**src/rtl/uart_core_rx.sv**
```systemverilog
// UART receiver: 2-flop synchronizer, 8x oversampling tick chain, configurable frame decoder.
// Define UART_RX_MAJORITY_EN for 3-sample majority voting; otherwise a single mid-bit sample is used.
module uart_core_rx #(
    parameter int CLK_FREQ       = 100,
    parameter int BAUD_DIV_WIDTH = 8
) (
    input  logic                      clk,
    input  logic                      rst_n,
    input  logic [BAUD_DIV_WIDTH-1:0] baud_div,
    input  logic [1:0]                data_type,
    input  logic [1:0]                stop_type,
    input  logic                      check_en,
    input  logic [1:0]                check_type,
    input  logic                      rx,
    output logic [7:0]                data,
    output logic                      ack,
    output logic                      check_err,
    output logic                      frame_err,
    output logic                      busy
);

    localparam int CLK_DIV = CLK_FREQ / 10;
    localparam int CNT_W   = (CLK_DIV > 1) ? $clog2(CLK_DIV) : 1;

    typedef enum logic [3:0] {
        S_IDLE, S_START,
        S_DATA0, S_DATA1, S_DATA2, S_DATA3, S_DATA4, S_DATA5, S_DATA6, S_DATA7,
        S_CHECK, S_STOP, S_WAIT
    } state_t;

    state_t                    state, state_next;
    logic                      rx_meta, rxs;
    logic [CNT_W-1:0]          clk_count;
    logic [BAUD_DIV_WIDTH-1:0] hns_count;
    logic [2:0]                sample_count;
    logic                      clk_wrap, tick, bit_end, decide, bit_now, cnt_clr;
    logic                      in_data, exp_chk, bit_val, chk_flag;
    logic [2:0]                data_idx, last_idx;
    logic [7:0]                sr;
    logic                      unused_cfg;

    // Only the first stop bit is validated, so the stop length never affects reception.
    assign unused_cfg = ^stop_type;

    always_ff @(posedge clk or negedge rst_n) begin
        if (!rst_n) begin
            rx_meta <= 1'b1;
            rxs     <= 1'b1;
        end else begin
            rx_meta <= rx;
            rxs     <= rx_meta;
        end
    end

    assign clk_wrap = (clk_count == CNT_W'(CLK_DIV - 1));
    assign tick     = clk_wrap && (hns_count == baud_div);
    assign bit_end  = tick && (sample_count == 3'd7);
    assign last_idx = 3'd7 - {1'b0, data_type};

`ifdef UART_RX_MAJORITY_EN
    logic s3, s4;

    always_ff @(posedge clk or negedge rst_n) begin
        if (!rst_n) begin
            s3 <= 1'b0;
            s4 <= 1'b0;
        end else if (tick) begin
            if (sample_count == 3'd3) s3 <= rxs;
            if (sample_count == 3'd4) s4 <= rxs;
        end
    end

    assign decide  = tick && (sample_count == 3'd5);
    assign bit_now = (s3 & s4) | (s3 & rxs) | (s4 & rxs);
`else
    assign decide  = tick && (sample_count == 3'd4);
    assign bit_now = rxs;
`endif

    // Clearing on entry as well as while resident keeps every bit period aligned to the start edge.
    assign cnt_clr = (state == S_IDLE) || (state == S_WAIT) ||
                     (state_next == S_IDLE) || (state_next == S_WAIT);

    always_ff @(posedge clk or negedge rst_n) begin
        if (!rst_n) begin
            clk_count    <= '0;
            hns_count    <= '0;
            sample_count <= '0;
        end else if (cnt_clr) begin
            clk_count    <= '0;
            hns_count    <= '0;
            sample_count <= '0;
        end else if (clk_wrap) begin
            clk_count <= '0;
            if (hns_count == baud_div) begin
                hns_count    <= '0;
                sample_count <= sample_count + 3'd1;
            end else begin
                hns_count <= hns_count + 1'b1;
            end
        end else begin
            clk_count <= clk_count + 1'b1;
        end
    end

    always_ff @(posedge clk or negedge rst_n) begin
        if (!rst_n) state <= S_IDLE;
        else        state <= state_next;
    end

    always_comb begin
        state_next = state;
        busy       = 1'b1;
        in_data    = 1'b0;
        data_idx   = '0;
        case (check_type)
            2'b00:   exp_chk = ~^sr;
            2'b01:   exp_chk = ^sr;
            2'b10:   exp_chk = 1'b1;
            default: exp_chk = 1'b0;
        endcase
        case (state)
            S_IDLE: begin
                busy = 1'b0;
                if (!rxs) state_next = S_START;
            end
            S_START: begin
                if (decide && bit_now) state_next = S_IDLE;
                else if (bit_end)      state_next = S_DATA0;
            end
            S_DATA0, S_DATA1, S_DATA2, S_DATA3, S_DATA4, S_DATA5, S_DATA6, S_DATA7: begin
                in_data  = 1'b1;
                data_idx = 3'(state - S_DATA0);
                if (bit_end) begin
                    if (data_idx == last_idx) state_next = check_en ? S_CHECK : S_STOP;
                    else                      state_next = state_t'(state + 4'd1);
                end
            end
            S_CHECK: begin
                if (bit_end) state_next = S_STOP;
            end
            S_STOP: begin
                if (decide) state_next = S_WAIT;
            end
            S_WAIT: begin
                busy = 1'b0;
                if (rxs) state_next = S_IDLE;
            end
            default: state_next = S_IDLE;
        endcase
    end

    always_ff @(posedge clk or negedge rst_n) begin
        if (!rst_n) begin
            sr        <= '0;
            chk_flag  <= 1'b0;
            bit_val   <= 1'b0;
            data      <= '0;
            ack       <= 1'b0;
            check_err <= 1'b0;
            frame_err <= 1'b0;
        end else begin
            ack <= 1'b0;
            if (state == S_IDLE) begin
                sr       <= '0;
                chk_flag <= 1'b0;
            end
            if (decide) bit_val <= bit_now;
            // Writing by index leaves the word right-justified with zeroed upper bits.
            if (in_data && bit_end) sr[data_idx] <= bit_val;
            if (state == S_CHECK && bit_end) chk_flag <= bit_val ^ exp_chk;
            if (state == S_STOP && decide) begin
                data      <= sr;
                check_err <= check_en & chk_flag;
                frame_err <= ~bit_now;
                ack       <= 1'b1;
            end
        end
    end

endmodule

```
**config.mk**
```make
export PLATFORM = sky130hd
export DESIGN_NAME = uart_core_rx
export DESIGN_NICKNAME = d
export VERILOG_FILES = /design/src/rtl/uart_core_rx.sv
export SDC_FILE = /design/constraint.sdc
export NUM_CORES = 1
export LEC_CHECK = 0
export ABC_AREA = 1
export CORE_ASPECT_RATIO = 1.5
export CORE_MARGIN = 3
export CORE_UTILIZATION = 35
export DETAILED_ROUTE_END_ITERATION = 10
export PLACE_DENSITY = 0.57
export RECOVER_POWER = 50
export SYNTH_ARGS = -nofsm -noshare
export SYNTH_HDL_FRONTEND = slang
export SYNTH_SLANG_ARGS = --single-unit
```
**constraint.sdc**
```tcl
create_clock -name clk -period 2.69 [get_ports clk]
set_clock_uncertainty 0.2 [all_clocks]
set_input_delay 0.6725 -clock clk [delete_from_list [all_inputs] [get_ports clk]]
set_output_delay 0.6725 -clock clk [all_outputs]
set_load 0.01 [all_outputs]
```
==> impl_metrics.tcl <==
set metrics [dict create \
    critical_path_arrival_ns 2.51 \
    status "completed" \
    cellPowerDensity_nw_per_um2 352 \
    htree_num_levels 2 \
    async_set_or_reset_flop_fraction_in_the_synthesized_netlist_pct 100 \
    layout.nets 437 \
    synth_nets 384 \
    groute.usage.overall_pct 14.6 \
    initial_antenna_violation_count 0 \
    fp-row-count 38 \
    max_slew_margin_pct 27.4 \
    report.final.hold_viol_count 0 \
    floorplan.die.width_um 77.7 \
    synth-simple-area-share_pct 36.5 \
    p_total_uw 1200 \
    setup_tns_ns 0 \
    drt.antenna.violating_nets 0 \
    design.portCount 30 \
    layout.cell_area.non_filler_um2 3420 \
    r2r_end "sample_count[1]" \
    floorplan.core_area_um2 7370 \
    postSynthRegisterBits 42 \
    hold_start "rx_meta" \
    synth-edff-count 0 \
    detailed_place.area_um2 3200 \
    drive_gt1_share_pct 15.4 \
    reg2reg_depth 14 \
    reg2reg_slack_ns 0.22 \
    die_area_um2 8820 \
    areaGrowthSynthToFinish_pct 26.6 \
    dp.cells 495 \
    critPathCaptureType "flop" \
    synthesis.yosys.warnings 0 \
    timing.hold.worst_path_depth 0 \
    worstPathMaxFanout 7 \
    seq_area_um2 1060 \
    fp.dieH_um 114 \
    hpwlAfterDp_mm 4.51 \
    cts.clk_slew.worst_paths_ns 0.07 \
    initial_util_pct 36.6 \
    drt_pass1_iterations 4 \
    remaining_drc_errors 0 \
    area_used_by_multi_input_combinational_logic_um2 1500 \
    placement.io_buffers 27 \
    synth-compound-area-share_pct 4.54 \
    cts_buffer_depth 2 \
    met2_wl_mm 3.02 \
    post_drt_via_cell_ratio 4.62 \
    maxCapViolCount 0 \
    initialDrtViolationCount 87 \
    clock_latency_ns 0.31 \
    synthXorXnorAreaFrac_pct 6.77 \
    worstHoldEndpoint "bit_now" \
    clockRootBuffer "sky130_fd_sc_hd__clkbuf_8" \
    cp-start-kind "input pin" \
    avgRoutedWirePerCell_um 11.9 \
    layoutNonFillerInstCount 509 \
    avgSynthCellArea_um2 7.60 \
    criticalPathCategory "input pin to flop" \
    grt_overflow 0 \
    holdWs_ns 0.159 \
    synth_seq_area_share_pct 39.0 \
    cts-buffers-inserted 5 \
    finalSetupViolCount 0 \
    pin_count_of_the_biggest_net_entering_global_routing 43 \
    synth_top_family_by_area "simple AND/OR/NAND/NOR gates" \
    routedLengthMet1_mm 2.67 \
    syn_area_um2 2700 \
    tritoncts "yes" \
    required_time_at_the_worst_slack_endpoint_ns 2.68 \
    finalWirelength_mm 6.04 \
    met3RoutedLength_um 202 \
    clock-sinks 42 \
    worstReg2RegStart "state[1]" \
    gpl.final_weighted_congestion 0.804 \
    fillCellCount 738 \
    power_leakage_uw 0.00173 \
    synth_top_flop_cell "sky130_fd_sc_hd__dfrtp_1" \
    number_of_global_route_vias_before_repair 2252 \
    yosys-mux-area-fraction_pct 0 \
    post_synth_fa_ha_maj_area_fraction_pct 5.10 \
    ir_drop_mv 0.202 \
    worst_pin_slew_ns 1.09 \
    diodes_inserted 0 \
    max_freq_mhz 396 \
    report.final.slew_viol_count 0 \
    worst_setup_path_startpoint "data_type[1]" \
    min_period_ns 2.52 \
    finalCritPeriodShare_pct 93.8 \
    synthCells 355 \
    first_pass_grt_wire_length_mm 10.3 \
    routed-via-count 2352 \
    rsz0062_at_grt "false" \
    synth_cell_type_count 31 \
    min_path_type "flop to flop" \
    top_layer_used "met4" \
]
-- layout by cell type, fill, tap and decap left out, types with 5 or more instances in the layout --
master,count
sky130_fd_sc_hd__nand3_1,20
sky130_fd_sc_hd__dlygate4sd2_1,9
sky130_fd_sc_hd__clkbuf_8,5
sky130_fd_sc_hd__nand4_1,22
sky130_fd_sc_hd__a21oi_1,7
sky130_fd_sc_hd__clkdlybuf4s50_1,16
sky130_fd_sc_hd__nor2_1,22
sky130_fd_sc_hd__nand2_1,113
sky130_fd_sc_hd__ha_1,10
sky130_fd_sc_hd__xnor2_1,8
sky130_fd_sc_hd__o21ai_0,11
sky130_fd_sc_hd__xor2_1,11
sky130_fd_sc_hd__inv_1,42
sky130_fd_sc_hd__dfrtp_1,38
sky130_fd_sc_hd__nor3_1,5
sky130_fd_sc_hd__buf_4,19
-- Yosys cell counts (3+ instances only) --
library cell	number	area [um2]
sky130_fd_sc_hd__nand3_1	20	100
sky130_fd_sc_hd__nor2_4	4	45.0
sky130_fd_sc_hd__o21ai_1	3	15.0
sky130_fd_sc_hd__xnor2_1	8	70.1
sky130_fd_sc_hd__clkinv_1	4	15.0
sky130_fd_sc_hd__nor3_1	5	25.0
sky130_fd_sc_hd__buf_2	3	15.0
sky130_fd_sc_hd__xor2_1	11	96.3
sky130_fd_sc_hd__inv_2	3	11.3
sky130_fd_sc_hd__dfrtp_1	40	1000
sky130_fd_sc_hd__nand2_4	3	33.8
sky130_fd_sc_hd__inv_1	42	158
sky130_fd_sc_hd__a21oi_1	7	35.0
sky130_fd_sc_hd__nand2_1	113	424
sky130_fd_sc_hd__nand4_1	22	138
sky130_fd_sc_hd__nor2_1	24	90.1
sky130_fd_sc_hd__nor3_2	4	40.0
sky130_fd_sc_hd__ha_1	11	138
sky130_fd_sc_hd__o21ai_0	11	55.1
-- report_power, final --
part / switching, uW / internal [uW]
combinational: 34.0 / 24.4
sequential: 3.05 / 635
clock: 229 / 277
-- stage by stage --
| stage | setup WS, ns | utilization, % |
|---|---|---|
| after detailed placement | -0.388 | 43.4 |
| after global routing | 0.00827 | 46.4 |
| after floorplan | 0.124 | - |
| after CTS | 0.00441 | 45.7 |
| final | 0.168 | 46.4 |
| after global placement | -0.353 | 43.4 |
-- worst max-delay path, cell delays in order --
cell and delay [ns]:
sky130_fd_sc_hd__clkdlybuf4s50_1 0.47, sky130_fd_sc_hd__inv_1 0.04, sky130_fd_sc_hd__nand2_1 0.05, sky130_fd_sc_hd__nand3_1 0.10
sky130_fd_sc_hd__nor2_2 0.15, sky130_fd_sc_hd__nand2_1 0.06, sky130_fd_sc_hd__nand2_1 0.07, sky130_fd_sc_hd__clkinv_1 0.05
sky130_fd_sc_hd__o21bai_1 0.14, sky130_fd_sc_hd__nand2_1 0.06, sky130_fd_sc_hd__nand2_1 0.10, sky130_fd_sc_hd__nand3_4 0.09
sky130_fd_sc_hd__nor2_4 0.10, sky130_fd_sc_hd__buf_12 0.13, sky130_fd_sc_hd__nand2_8 0.07, sky130_fd_sc_hd__nand2_8 0.10
sky130_fd_sc_hd__nor2_1 0.05
-- sequential cells by signal, summed over array words and instances, names as in the netlist --
name	cells
bit_now	1
check_err	1
frame_err	1
sr	8
rx_meta	1
chk_flag	1
data	8
state	4
sample_count	3
ack	1
bit_val	1
hns_count	8
clk_count	4
-- kinds of logic after synthesis --
| family | after synthesis |
|---|---|
| AOI/OAI and AO/OA | 23 |
| xor gates and xnor gates | 20 |
| adders and majority gates | 11 |
| buffers and inverters | 55 |
| DFF | 42 |
| and+or+nand+nor | 204 |
-- cell type report --
type,instances,area share (%)
sequential,42,30.9
multi-input combinational,260,43.8
inverter,49,5.38
timing repair buffer,50,13.0
clock buffer,6,2.12
clock inverter,2,1.10
tap,100,3.66
-- worst max-delay path by stage --
stage                            endpoint  slack (ns)  cells after the start
after floorplan                      busy        0.12                      7
after CTS                 sample_count[1]       0.004                     16
after global placement    sample_count[1]       -0.35                     16
after detailed placement  sample_count[1]       -0.39                     16
final                     sample_count[1]        0.17                     17
after global routing         hns_count[7]       0.008                     13
-- what timing repair did --
action,in CTS,in global routing
endpoints found under the setup margin,16,16
setup buffers,2,2
pin swaps,11,5
endpoints found under the hold margin,0,0
hold buffers,0,0
gates resized for setup,13,4
gates cloned,2,0
-- routing by layer --
| layer | vias to the layer above | global-route usage (%) |
|---|---|---|
| li1 | 1246 | - |
| met1 | 1061 | 16.8 |
| met2 | 35 | 25.9 |
| met3 | 10 | 2.76 |
| met4 | 0 | 6.65 |
| met5 | - | 0 |
Power figures use the tool's default switching activity.
